--- config.mk ---
export PLATFORM = sky130hd
export DESIGN_NAME = unified_mem_arbiter
export DESIGN_NICKNAME = d
export VERILOG_FILES = /design/src/rtl/unified_mem_arbiter.sv
export SDC_FILE = /design/constraint.sdc
export NUM_CORES = 1
export LEC_CHECK = 0
export CAP_MARGIN = 10
export CELL_PAD_IN_SITES_DETAIL_PLACEMENT = 1
export CELL_PAD_IN_SITES_GLOBAL_PLACEMENT = 2
export CORE_AREA = 2 2 136 138
export CTS_CLUSTER_DIAMETER = 120
export DETAILED_ROUTE_END_ITERATION = 8
export DIE_AREA = 0 0 138 140
export PLACE_DENSITY = 0.95
export SYNTH_ARGS = -nofsm -noshare
export SYNTH_HDL_FRONTEND = slang
export SYNTH_SLANG_ARGS = --single-unit
--- constraint.sdc ---
create_clock -name clk -period 3.63 [get_ports clk]
set_input_delay 0.5445 -clock clk [delete_from_list [all_inputs] [get_ports clk]]
set_output_delay 0.5445 -clock clk [all_outputs]
set_load 0.02 [all_outputs]
--- src/rtl/unified_mem_arbiter.sv ---
// Arbitrates one single-port memory between instruction fetch and data load/store.
// Data wins by default; a starvation counter forces a fetch grant, and an owner-tag FIFO routes read data back.
module unified_mem_arbiter #(
    parameter int ADDR_W          = 32,
    parameter int DATA_W          = 32,
    parameter int MAX_OUTSTANDING = 4,
    parameter int STARVE_LIMIT    = 3
) (
    input  logic              clk,
    input  logic              reset,
    input  logic              i_req_valid,
    input  logic [ADDR_W-1:0] i_req_addr,
    output logic              i_req_ready,
    output logic              i_resp_valid,
    output logic [DATA_W-1:0] i_resp_data,
    input  logic              d_req_valid,
    input  logic              d_req_we,
    input  logic [ADDR_W-1:0] d_req_addr,
    input  logic [DATA_W-1:0] d_req_wdata,
    output logic              d_req_ready,
    output logic              d_resp_valid,
    output logic [DATA_W-1:0] d_resp_data,
    output logic              mem_req_valid,
    output logic              mem_req_we,
    output logic [ADDR_W-1:0] mem_req_addr,
    output logic [DATA_W-1:0] mem_req_wdata,
    input  logic              mem_req_ready,
    input  logic              mem_resp_valid,
    input  logic [DATA_W-1:0] mem_resp_data,
    output logic              resp_err
);
    localparam int PTR_W = $clog2(MAX_OUTSTANDING);
    localparam int CNT_W = PTR_W + 1;
    localparam int STV_W = $clog2(STARVE_LIMIT + 1);
    localparam logic [0:0] DATA_PRI  = 1'b0;
    localparam logic [0:0] FETCH_PRI = 1'b1;

    logic [MAX_OUTSTANDING-1:0] tag_q, tag_d;
    logic [PTR_W-1:0]           wr_ptr_q, wr_ptr_d, rd_ptr_q, rd_ptr_d;
    logic [CNT_W-1:0]           count_q, count_d;
    logic [STV_W-1:0]           starve_cnt_q, starve_cnt_d;
    logic [0:0]                 arb_state_q, arb_state_d;
    logic                       resp_err_q, resp_err_d;

    logic fifo_full, i_elig, d_elig, sel_i, sel_d, grant_i, grant_d;
    logic push, pop, head_tag, starve_inc;

    // Loads and fetches are both reads, so a full tag FIFO blocks both; stores bypass it.
    assign fifo_full  = (count_q == CNT_W'(MAX_OUTSTANDING));
    assign i_elig     = i_req_valid & ~fifo_full & ~reset;
    assign d_elig     = d_req_valid & (d_req_we | ~fifo_full) & ~reset;
    assign sel_i      = i_elig & ((arb_state_q == FETCH_PRI) | ~d_elig);
    assign sel_d      = d_elig & ~sel_i;
    assign grant_i    = sel_i & mem_req_ready;
    assign grant_d    = sel_d & mem_req_ready;
    assign push       = grant_i | (grant_d & ~d_req_we);
    assign pop        = mem_resp_valid & ~reset & (count_q != '0);
    assign head_tag   = tag_q[rd_ptr_q];
    assign starve_inc = i_elig & grant_d;

    assign i_req_ready   = grant_i;
    assign d_req_ready   = grant_d;
    assign mem_req_valid = (i_elig | d_elig) & mem_req_ready;
    assign mem_req_we    = sel_d & d_req_we;
    assign mem_req_addr  = sel_i ? i_req_addr : (sel_d ? d_req_addr : '0);
    assign mem_req_wdata = sel_d ? d_req_wdata : '0;

    assign i_resp_valid  = pop & ~head_tag;
    assign i_resp_data   = (pop & ~head_tag) ? mem_resp_data : '0;
    assign d_resp_valid  = pop & head_tag;
    assign d_resp_data   = (pop & head_tag) ? mem_resp_data : '0;
    assign resp_err      = resp_err_q & ~reset;

    always_comb begin
        tag_d        = tag_q;
        wr_ptr_d     = wr_ptr_q;
        rd_ptr_d     = rd_ptr_q;
        count_d      = count_q;
        starve_cnt_d = starve_cnt_q;
        arb_state_d  = arb_state_q;
        resp_err_d   = resp_err_q | (mem_resp_valid & (count_q == '0));

        if (push) begin
            tag_d[wr_ptr_q] = grant_d;
            wr_ptr_d        = wr_ptr_q + PTR_W'(1);
        end
        if (pop) begin
            rd_ptr_d = rd_ptr_q + PTR_W'(1);
        end
        if (push && !pop) begin
            count_d = count_q + CNT_W'(1);
        end else if (pop && !push) begin
            count_d = count_q - CNT_W'(1);
        end

        if (grant_i) begin
            starve_cnt_d = '0;
        end else if (starve_inc && starve_cnt_q != STV_W'(STARVE_LIMIT)) begin
            starve_cnt_d = starve_cnt_q + STV_W'(1);
        end

        // Tracks starve_cnt == STARVE_LIMIT exactly.
        case (arb_state_q)
            DATA_PRI: begin
                if (starve_inc && (starve_cnt_q + STV_W'(1) == STV_W'(STARVE_LIMIT)))
                    arb_state_d = FETCH_PRI;
            end
            default: begin
                if (grant_i)
                    arb_state_d = DATA_PRI;
            end
        endcase
    end

    always_ff @(posedge clk) begin
        if (reset) begin
            tag_q        <= '0;
            wr_ptr_q     <= '0;
            rd_ptr_q     <= '0;
            count_q      <= '0;
            starve_cnt_q <= '0;
            arb_state_q  <= DATA_PRI;
            resp_err_q   <= 1'b0;
        end else begin
            tag_q        <= tag_d;
            wr_ptr_q     <= wr_ptr_d;
            rd_ptr_q     <= rd_ptr_d;
            count_q      <= count_d;
            starve_cnt_q <= starve_cnt_d;
            arb_state_q  <= arb_state_d;
            resp_err_q   <= resp_err_d;
        end
    end
endmodule
== Yosys cells after proc, flatten, opt, wreduce, memory -nomap -nowiden ==
Index checks and enable logic that the tools add are counted.
Word-level totals
  register bits after elaboration: 15
  latch bits: 0
  bits in writable memories: 0
  bits in read-only memories: 0
  input port bits: 135
  output and inout bits: 135
  memories kept: 0
Cells by class
  add/subtract/negate cells: 5
  $mul: 0
  divide/modulo/power cells: 0
  magnitude comparators: 3
  equality and inequality tests: 3
  shift-type cells: 0
  mux-type cells: 15
  bitwise logic cells: 29
  reductions and logical operators: 11
Operators with widths (count)
  2-to-1 mux 32 bit: 5
  bitwise AND 1 bit: 18
  adder 2 x 1 -> 2 bit, second input constant: 3
  less-than comparator 2 x 3 -> 1 bit, second input constant: 2
  2-to-1 mux 3 bit: 2
  inverter 1 bit: 6
  logical AND 1 bit: 5
  2-to-1 mux 1 bit: 5
  bitwise OR 1 bit: 5
  bitwise mux 4 bit: 1
  adder 3 x 1 -> 3 bit, second input constant: 1
  == test 3 bit, second input constant: 1
  logical NOT 3 bit: 1
  nonzero test 3 bit: 1
  subtractor 3 x 1 -> 3 bit, second input constant: 1
  binary-select mux 1 bit (select 2 bit): 1
  demux 1 bit (select 2 bit): 1
  == test 2 bit, second input constant: 1
  >= comparator 2 x 1 -> 1 bit, second input constant: 1
  logical NOT 1 bit: 2
  != test 2 bit, second input constant: 1
  nonzero test 2 bit: 1
  OR reduction 2 bit: 1

== Depth between registers and ports, before layout ==
  depth after elaboration: 17
  gate-level depth with buffers: 10
  gate-level depth less buffers: 9

== Worst setup path before layout ==
OpenSTA, ideal clock, no wires.
  path kind: input port to output port
  from: input port reset
  to: output port i_resp_data[22]
  arrival time: 1844 ps
  required time: 3086 ps
  slack: 1241 ps
  stages on the path: 5
  path buffers: 1
  cell sequence: nor3b_2 inv_2 nor2_1 clkbuf_1 and2_1
Between the ends
  longest elaborated chain between the ends: 5
RTL lines
  start: declaration: RTL line 10  | input logic reset,
  inverter 1 bit: RTL line 57  | assign pop = mem_resp_valid & ~reset & (count_q != '0);
  bitwise AND 1 bit (2 in series): RTL line 57
  bitwise AND 1 bit
  net i_resp_valid: RTL line 14  | output logic i_resp_valid,
  2-to-1 mux 32 bit: RTL line 69  | assign i_resp_data = (pop & ~head_tag) ? mem_resp_data : '0;
  end: declaration: RTL line 15  | output logic [DATA_W-1:0] i_resp_data,
The timed path passes the listed nets, and every way through them passes these cells.

== Worst setup path after layout ==
  from: input port reset
  to: output port mem_req_addr[1]
Between the ends
  longest elaborated chain between the ends: 9
RTL lines
  inverter 1 bit (*): RTL line 50, 51
  bitwise AND 1 bit: RTL line 51  | assign d_elig = d_req_valid & (d_req_we | ~fifo_full) & ~reset;
  inverter 1 bit: RTL line 52  | assign sel_i = i_elig & ((arb_state_q == FETCH_PRI) | ~d_elig);
  bitwise OR 1 bit: RTL line 52
  bitwise AND 1 bit: RTL line 52
  inverter 1 bit: RTL line 53  | assign sel_d = d_elig & ~sel_i;
  bitwise AND 1 bit: RTL line 53
  2-to-1 mux 32 bit: RTL line 65  | assign mem_req_addr = sel_i ? i_req_addr : (sel_d ? d_req_addr : '0);
  2-to-1 mux 32 bit (*): RTL line 65
  end: declaration: RTL line 25  | output logic [ADDR_W-1:0] mem_req_addr,
Every way passes the cells marked *; elsewhere a longest branch is shown, timed or not.

==> flow_summary.toml <==
[place]
hpwl_um = 9546
port_buffers = 269
dpl-instance-area_mm2 = 0.004920
dp_slack_ns = 0.2914
gp_congestion = 0.7519

[synth]
ys_seq_area_share_pct = 15.58
synth_commonest_cells = "70 x and2_1, 32 x a22o_1, 32 x and3_1"
synthSimpleGateAreaFrac_pct = 46.36
yosysTopAreaCellShare_pct = 22.73
ys_warn_count = 0
synthArstFlopShare_pct = 0
synth_area_per_cell_um2 = 7.556
synth_ff_type = "dfxtp_1"
ys_types = 41
synthAdderAreaFrac_pct = 5.584
synth_area_leaders = "and2_1 23%, dfxtp_1 16%, a22o_1 15%, and3_1 10%, ha_1 4.5%"
synth_top_area_cell = "and2_1"
synth_top_family_by_area = "simple AND/OR/NAND/NOR gates"
synthesis.nets = 398
synth_xor_area_share_pct = 1.818
synth.most_common_cell = "and2_1"
ys_ff_latch = 15
synth-compound-area-share_pct = 21.88
postSynthCellCount = 255
synth.cell_area_mm2 = 0.001927
synth_edf_count = 0
synthMuxAreaShare_pct = 2.208

[clock_tree]
ctsHoldBuffers = 0
cts_root_buf = "clkbuf_16"
clockBufferDepth = 2
clock-sinks = 15
cts_resized = 0
cts_setup_buffers = 0
cts_buffers = 3
tritoncts = "done"
clk_pin_slew_ns = 0.05
cts_htree_levels = 1
clk_latency_ns = 0.25

[routing]
via_per_inst = 3.770
vias = 2801
wl_um = 11500
antenna_left = 0
drc = 0
first_pass_iters = 4
avgRoutedWirePerCell_um = 15.48
drt_iter0_drc = 68

[critical_path]
reg2reg_slack_ns = 1.16
critPathKind = "in2out"
worstPathMaxFanout = 69
cp.required_ns = 3.09
worst_r2r_startpoint = "count_q[0]$_SDFFE_PP0P_"
critPathCaptureType = "primary output"
startpoint = "reset"
arrival_ns = 2.79
worstSetupStartpointType = "input pin"

[sta]
tightest_slew_ns = 0.4769
finalHoldViolations = 0
skew_ns = 0.003890
setup_viol = 0
min_period_over_period_pct = 91.74
fmax_ghz = 0.3003
drv_slew = 0
setup_slack_ns = 0.2997
slew_headroom_pct = 67.96
setup_tns_ns = 0
period_minus_slack_ns = 3.330
rsz0062_at_grt = "false"
holdWs_ns = 0.4786

[power_and_ir_drop]
power_leakage_nw = 1.935
ir_worst_vdd_v = 0.0001823
total_power_mw = 1.047
power_density_mw_per_mm2 = 209.4

[min_path]
min_path_type = "reg2reg"
hp-start = "tag_q[2]$_SDFFE_PP0P_"

[final_layout]
drive_gt1_share_pct = 4.086
fin_area_mm2 = 0.005002
area.growth.synth_to_final_pct = 159.6
insertedDiodeCount = 0
nNetsFinal = 658

[global_route]
grt_use_total_pct = 10.85
grt_start_max_net_pins = 70
overflow = 0
antenna_found_initial = 0
grt_first_pass_wirelength_um = 17150
grt_pass1_vias = 2891

[die]
die_area_mm2 = 0.01932
row_count = 49
die_x_um = 138
io_pins = 270
die_y_um = 140
design.core.area_mm2 = 0.01778
start_util_pct = 10.84

[status]
status = "completed"

[run]
maxCapViolations = 0
final timing paths:
| kind | to | cells past startpoint |
|---|---|---|
| worst max-delay path | mem_req_addr[1] | 6 |
| worst max register to register | count_q[2]$_SDFFE_PP0P_ | 9 |
| worst min-delay path | tag_q[2]$_SDFFE_PP0P_ | 2 |
| worst min register to register | tag_q[2]$_SDFFE_PP0P_ | 2 |
metal layers:
metal / vias up / global-route usage, % / wire length (um)
met4: 0 / 2.148 / 184
met2: 64 / 19.91 / 6030
li1: 1415 / - / -
met3: 11 / 0.7179 / 268
met5: - / 0 / 0
met1: 1311 / 14.05 / 5014
cells by family (layout without fill, tap and decap cells):
group / after synthesis / after routing
AOI/OAI and AO/OA: 54 / 54
adders and majority gates: 8 / 8
muxes: 3 / 3
buffers and inverters: 30 / 289
and+or+nand+nor: 141 / 141
DFF: 15 / 15
xor gates and xnor gates: 4 / 4
flip-flops by register name, summed over array words and instances (netlist names):
signal and cells:
resp_err_q 1, starve_cnt_q 2, arb_state_q 1, rd_ptr_q 2, tag_q 4, wr_ptr_q 2
count_q 3
layout by cell type (no fill, tap or decap), drive strengths merged, types with 3 or more instances in the layout:
cell type / count
a21oi: 8
a22o: 32
and2: 70
and3: 32
buf: 9
clkbuf: 3
clkdlybuf4s50: 269
dfxtp: 15
ha: 7
inv: 7
nand2: 3
nand2b: 3
nand3: 5
nand4bb: 3
nor2: 8
nor2b: 3
o21ai: 8
metrics by stage:
step / utilization [%] / instances
2_1_floorplan: - / 255
5_1_grt: 28.14 / 743
3_5_place_dp: 27.67 / 739
3_3_place_gp: 27.67 / 739
6_report: 28.14 / 743
4_1_cts: 28.14 / 743
worst max-delay path: stages:
cell,delay (ns)
clkdlybuf4s50_1,0.51
and3b_1,0.22
a211oi_4,0.30
buf_12,0.29
a22o_1,0.25
clkdlybuf4s50_1,0.63
where the power goes:
group / switching (mW) / total (mW) / internal (mW)
logic: 0.286 / 0.638 / 0.352
registers: 0.0147 / 0.192 / 0.177
clock network: 0.0692 / 0.218 / 0.148
total: 0.370 / 1.05 / 0.677
final cells by class:
| class | count | area (um2) |
|---|---|---|
| Fill cell | 2139 | 12780 |
| Timing Repair Buffer | 278 | 2798 |
| Multi-Input combinational cell | 210 | 1509 |
| Sequential cell | 15 | 300.3 |
| Tap cell | 229 | 286.5 |
| Clock buffer | 3 | 75.07 |
| Inverter | 7 | 26.28 |
| Clock inverter | 1 | 7.507 |
No activity file was read; power rests on OpenSTA's default activity.
==> RTL edit 1 (same flow settings) <==
Reset style: asynchronous (`reset`), changed in one clocked block.
--- a/src/rtl/unified_mem_arbiter.sv
+++ b/src/rtl/unified_mem_arbiter.sv
@@ -113,5 +113,5 @@
     end
 
-    always_ff @(posedge clk) begin
+    always_ff @(posedge clk or posedge reset) begin
         if (reset) begin
             tag_q        <= '0;
Function: no difference found for any inputs over 4 cycles, from zero or initial values and one cycle with reset high; that may be too few to reach the edited logic, so the function may still have changed.
==> RTL edit 1 against the original RTL <==
- wire length increased by 8.9%
- sequential share of layout area increased by 1.5 points
- area after synthesis increased by 6.8%
- design area increased by 0.68%
- via count increased by 6.4%
- largest power group unchanged
- critical endpoint is now d_resp_data[31]
- hold slack got worse by 0.030 ns
- utilization increased by 0.19 points
- power increased by 65%
- sequential cell count unchanged
- worst setup slack improved by 0.058 ns
- final cell count increased by 1.2%
==> RTL edit 1: results (changes against the original RTL) <==
| Metric | Value |
|---|---|
| Status | `finished, final reports clean (unchanged)` |
| GPL Wtd Cong | `0.755 (was 0.752)` |
| Wire length per cell | `16.7 um (was 15.5 um)` |
| Clock latency on the worst-skew pair | `0.25 ns (about the same)` |
| Crit path DAT | `2.73 ns (was 2.79 ns)` |
| Bufs on Longest Clock Path | `2 (unchanged)` |
| Antenna violations before repair | `0 (unchanged)` |
| Post-synthesis compound-gate area fraction | `17.6% (was 21.9%)` |
| VDD IR max | `0.000217 V (was 0.000182 V)` |
| Post-detail-place hpwl | `10300 um (was 9550 um)` |
| Synthesis Warnings | `0 (unchanged)` |
| Drt first pass iters | `4 (unchanged)` |
| Post-CTS Setup Repair Bufs | `0 (unchanged)` |
| Post-layout nets | `667 (was 658)` |
| Top FF cell, synth | `dfrtp_1 (was dfxtp_1)` |
| Post_cts resized | `0 (unchanged)` |
| Part of the Yosys area used for sequential elements | `18.2% (was 15.6%)` |
| Largest net degree at the start of global routing | `69 (was 70)` |
| Worst-Margin Slew | `1.11 ns (was 0.477 ns)` |
| Post-synthesis mux area share | `4.38% (was 2.21%)` |
| DR vias/cell | `3.96 (was 3.77)` |
| Layout cells sized above 1 | `7.84% (was 4.09%)` |
| Lkg Pwr | `2.06 nW (was 1.93 nW)` |
| Count of input and output buffers | `269 (unchanged)` |
| Vias in the first global route | `3116 (was 2891)` |
| Reg clk slew, reported paths | `0.05 ns (about the same)` |
| Met3 usage | `3.04% (was 0.718%)` |
| CTS Buf Count | `3 (unchanged)` |
| Initial DRC Count | `101 (was 68)` |
| Net Count, Synth | `413 (was 398)` |
| GR Util met1 | `14.8% (was 14.0%)` |
| Crit-path max FO | `66 (was 69)` |
| ANT cells | `0 (unchanged)` |
| Worst min-delay path category | `reg -> reg (unchanged)` |
| Async set or reset register ratio after synthesis | `100% (was 0%)` |
| CTS H-tree depth | `1 (unchanged)` |
| CTS root buffer | `clkbuf_16 (unchanged)` |
| Routing usage on met2 | `22.2% (was 19.9%)` |
| Leading cell types by count after synthesis | `39 x nand2_1, 34 x and2_1, 34 x nor2_1 (was 70 x and2_1, 32 x a22o_1, 32 x and3_1)` |
| Synth Area in XOR/XNOR | `2.55% (was 1.82%)` |
| Synth unique cells | `35 (was 41)` |
| Clock Skews | `0.00254 ns (was 0.00389 ns)` |
| First-pass GRT wire length | `18700 um (was 17100 um)` |
| Total GRT Usage | `12.2% (was 10.8%)` |
| Regs by FF count | `tag_q: 4 flops, count_q: 3 flops (unchanged)` |
| Largest cells by area after synthesis | `dfrtp_1 18%, and2_1 10%, and3_1 10%, a22o_2 7.8%, a22o_1 7.7% (was and2_1 23%, dfxtp_1 16%, a22o_1 15%, and3_1 10%, ha_1 4.5%)` |
| Fraction of the mapped netlist area in adder cells | `5.23% (was 5.58%)` |
-- RTL edit 1: cell types whose count changed after synthesis, moves of 6 or more --
cell     change
a21oi_1      -7
a22o_1      -14
a22o_2      +16
and2_1      -36
buf_6        +8
dfrtp_1     +15
dfxtp_1     -15
mux2_2       +6
nand2_1     +36
nor2_1      +26
-- RTL edit 1: path summary, 6_finish.rpt --
| kind | startpoint | end | slack [ns] | depth (start not counted) |
|---|---|---|---|---|
| max | rd_ptr_q[1]$_DFFE_PP0P_ | d_resp_data[31] | 0.36 | 3 |
| min | resp_err_q$_DFF_PP0_ | resp_err_q$_DFF_PP0_ | 0.45 | 1 |
| max reg2reg | count_q[1]$_DFFE_PP0P_ | count_q[2]$_DFFE_PP0P_ | 1.22 | 10 |
| min reg2reg | resp_err_q$_DFF_PP0_ | resp_err_q$_DFF_PP0_ | 0.45 | 1 |
| max in group asynchronous | reset | wr_ptr_q[1]$_DFFE_PP0N_ | 2.18 | 2 |
| min in group asynchronous | reset | tag_q[3]$_DFFE_PP0P_ | 1.04 | 2 |
-- RTL edit 1: through the flow --
step           std cells  setup slack [ns]  instance area (um2)  util (%)  hold slack, ns
2_1_floorplan        270              1.27                 2060         -           0.420
3_3_place_gp         748             0.367                 4950      27.9           0.430
3_5_place_dp         748             0.377                 4950      27.9           0.437
4_1_cts              752             0.312                 5040      28.3           0.448
5_1_grt              752             0.206                 5040      28.3           0.489
6_report             752             0.358                 5040      28.3           0.449
-- RTL edit 1: cell type report --
cell class / count / area (um2)
Multi-Input combinational cell: 222 / 1490
Sequential cell: 15 / 375
Timing Repair Buffer: 274 / 2770
Fill cell: 2083 / 12700
Inverter: 8 / 30.0
Clock inverter: 1 / 7.51
Clock buffer: 3 / 75.1
Tap cell: 229 / 287
-- RTL edit 1: cell families after synthesis --
group | count (synthesis)
flip-flops | 15
AO/OA/AOI/OAI | 42
XOR/XNOR | 6
adder cells (fa/ha/maj) | 8
buffers and inverters | 33
multiplexers | 7
AND/OR/NAND/NOR | 159
-- RTL edit 1: where the power goes --
group,switching [mW],internal [mW],total (mW)
clock,0.0713,0.148,0.220
combinational,0.610,0.583,1.19
sequential,0.0728,0.243,0.315
-- RTL edit 1: critical path: stages, from the launching register on --
cell and delay, ns:
dfrtp_1 0.40, mux4_2 1.08, and3_1 0.28, clkdlybuf4s50_1 0.66
-- RTL edit 1: layer usage --
layer	wire length, um	part of all wire [%]	up-vias
met5	0	0	-
met4	91	0.73	0
met2	6250	50	153
met3	908	7.3	4
met1	5270	42	1390
li1	-	-	1433
==> RTL edit 2 (same flow settings) <==
Made on the original files. `DATA_W`: 32 -> 24.
--- a/src/rtl/unified_mem_arbiter.sv
+++ b/src/rtl/unified_mem_arbiter.sv
@@ -3,5 +3,5 @@
 module unified_mem_arbiter #(
     parameter int ADDR_W          = 32,
-    parameter int DATA_W          = 32,
+    parameter int DATA_W          = 24,
     parameter int MAX_OUTSTANDING = 4,
     parameter int STARVE_LIMIT    = 3
Ports: changed (5 resized); port bits go from 270 to 230. The function was not compared with the original's and may differ.
==> RTL edit 2 against the original RTL <==
- critical endpoint is now mem_req_addr[23]
- count of clock-buffer cells in the layout rose by 1
- power decreased by 8.3%
- sequential share of layout area increased by 0.90 points
- sequential cell count unchanged
- hold slack lost 0.020 ns
- worst setup slack improved by 0.024 ns
- global-route usage shrank 1.5 points
- die area is the same
- area after synthesis down 11%
- wire length is 15% lower
- design area down 13%
==> RTL edit 2: results (changes against the original RTL) <==
| Metric | Value |
|---|---|
| Status | `finished, final reports clean (unchanged)` |
| Part of the Yosys area used for sequential elements | `17.5% (was 15.6%)` |
| Largest net degree at the start of global routing | `59 (was 70)` |
| Largest Register | `tag_q (unchanged)` |
| R2R Path Start | `count_q[0]$_SDFFE_PP0P_ (unchanged)` |
| Post_cts resized | `0 (unchanged)` |
| Layout cells sized above 1 | `4.84% (was 4.09%)` |
| Post-layout nets | `562 (was 658)` |
| Drt first pass iters | `3 (was 4)` |
| Worst min-delay path category | `reg -> reg (unchanged)` |
| Worst-Margin Slew | `0.493 ns (was 0.477 ns)` |
| Lkg Pwr | `1.67 nW (was 1.93 nW)` |
| Post-synthesis mux area share | `1.89% (was 2.21%)` |
| Net Count, Synth | `340 (was 398)` |
| Post-synthesis compound-gate area fraction | `25.3% (was 21.9%)` |
| Fraction of the mapped netlist area in adder cells | `6.26% (was 5.58%)` |
| Initial DRC Count | `41 (was 68)` |
| Total GRT Usage | `9.32% (was 10.8%)` |
| Synth unique cells | `42 (was 41)` |
| Antenna violations before repair | `0 (unchanged)` |
| Crit path DAT | `2.76 ns (was 2.79 ns)` |
| Post-detail-place hpwl | `7940 um (was 9550 um)` |
| Async set or reset register ratio after synthesis | `0% (unchanged)` |
| Top FF cell, synth | `dfxtp_1 (unchanged)` |
| Post-Syn Instances | `213 (was 255)` |
| ANT cells | `0 (unchanged)` |
| Crit path from | `reset (unchanged)` |
| Filler cells | `2102 (was 2139)` |
| Vias in the first global route | `2478 (was 2891)` |
| Post-CTS Setup Repair Bufs | `0 (unchanged)` |
| Placement Cell Area | `0.00427 mm2 (was 0.00492 mm2)` |
| First-pass GRT wire length | `14600 um (was 17100 um)` |
| Post-synth top area cell | `and2_1 (unchanged)` |
| Crit-path max FO | `58 (was 69)` |
| Crit path kind | `in -> out (unchanged)` |
| Largest cells by area after synthesis | `and2_1 19%, dfxtp_1 17%, a22o_1 16%, and3_1 8.7%, ha_1 5.1% (was and2_1 23%, dfxtp_1 16%, a22o_1 15%, and3_1 10%, ha_1 4.5%)` |
| Synth Area in XOR/XNOR | `3.06% (was 1.82%)` |
| Reg clk slew, reported paths | `0.05 ns (about the same)` |
| VDD IR max | `0.000147 V (was 0.000182 V)` |
| Count of input and output buffers | `229 (was 269)` |
| GPL Wtd Cong | `0.730 (was 0.752)` |
| Clock latency on the worst-skew pair | `0.25 ns (about the same)` |
| Pre-CTS setup slack | `0.322 ns (was 0.291 ns)` |
| Clock Skews | `0.00287 ns (was 0.00389 ns)` |
| Post-Layout Cell Count | `663 (was 743)` |
| Vias | `2444 (was 2801)` |
| Final WL | `9730 um (was 11500 um)` |
| CTS H-tree depth | `1 (unchanged)` |
| Leading cell types by count after synthesis | `51 x and2_1, 32 x a22o_1, 24 x and3_1 (was 70 x and2_1, 32 x a22o_1, 32 x and3_1)` |
| HP Start | `resp_err_q$_SDFF_PP0_ (was tag_q[2]$_SDFFE_PP0P_)` |
[RTL edit 2: changes by cell type after synthesis, sizes merged, moves of 3 or more]
cell,before,now
a21bo,1,4
nand3,5,0
nand4bb,3,0
and3,32,24
and2,70,52
o21ai,8,2
[RTL edit 2: final cells by class]
cell class / instances / area, um2 / area share [%]
multi-input cells: 174 / 1290 / 29.8
clock buffers: 4 / 78.8 / 1.81
well taps: 229 / 287 / 6.59
flip-flops and latches: 15 / 300 / 6.90
repair buffers: 236 / 2370 / 54.5
inverters: 5 / 18.8 / 0.432
[RTL edit 2: report_power, final]
part | leakage, nW | total (mW) | switching [mW] | internal [mW]
Clock | 0.0382 | 0.217 | 0.0678 | 0.149
Combinational | 1.51 | 0.553 | 0.244 | 0.308
Sequential | 0.122 | 0.190 | 0.0125 | 0.178
Total | 1.67 | 0.960 | 0.325 | 0.635
[RTL edit 2: layer usage]
metal	part of all wire, %	vias up	GRT usage [%]
met2	51	89	16.6
met1	42	1139	11.6
li1	-	1201	-
met4	1.2	0	1.29
met5	0	-	0
met3	5.0	15	2.43
[RTL edit 2: worst paths after layout]
check / cells past startpoint / endpoint / slack (ns)
hold reg to reg: 2 / resp_err_q$_SDFF_PP0_ / 0.46
setup / recovery: 7 / mem_req_addr[23] / 0.32
setup reg to reg: 9 / count_q[2]$_SDFFE_PP0P_ / 1.33
hold / removal: 2 / resp_err_q$_SDFF_PP0_ / 0.46
[RTL edit 2: critical path: stages]
cell	delay, ns
clkdlybuf4s50_1	0.41
nand2b_1	0.19
o21bai_1	0.24
a31oi_4	0.26
buf_12	0.28
a22o_1	0.20
clkdlybuf4s50_1	0.61
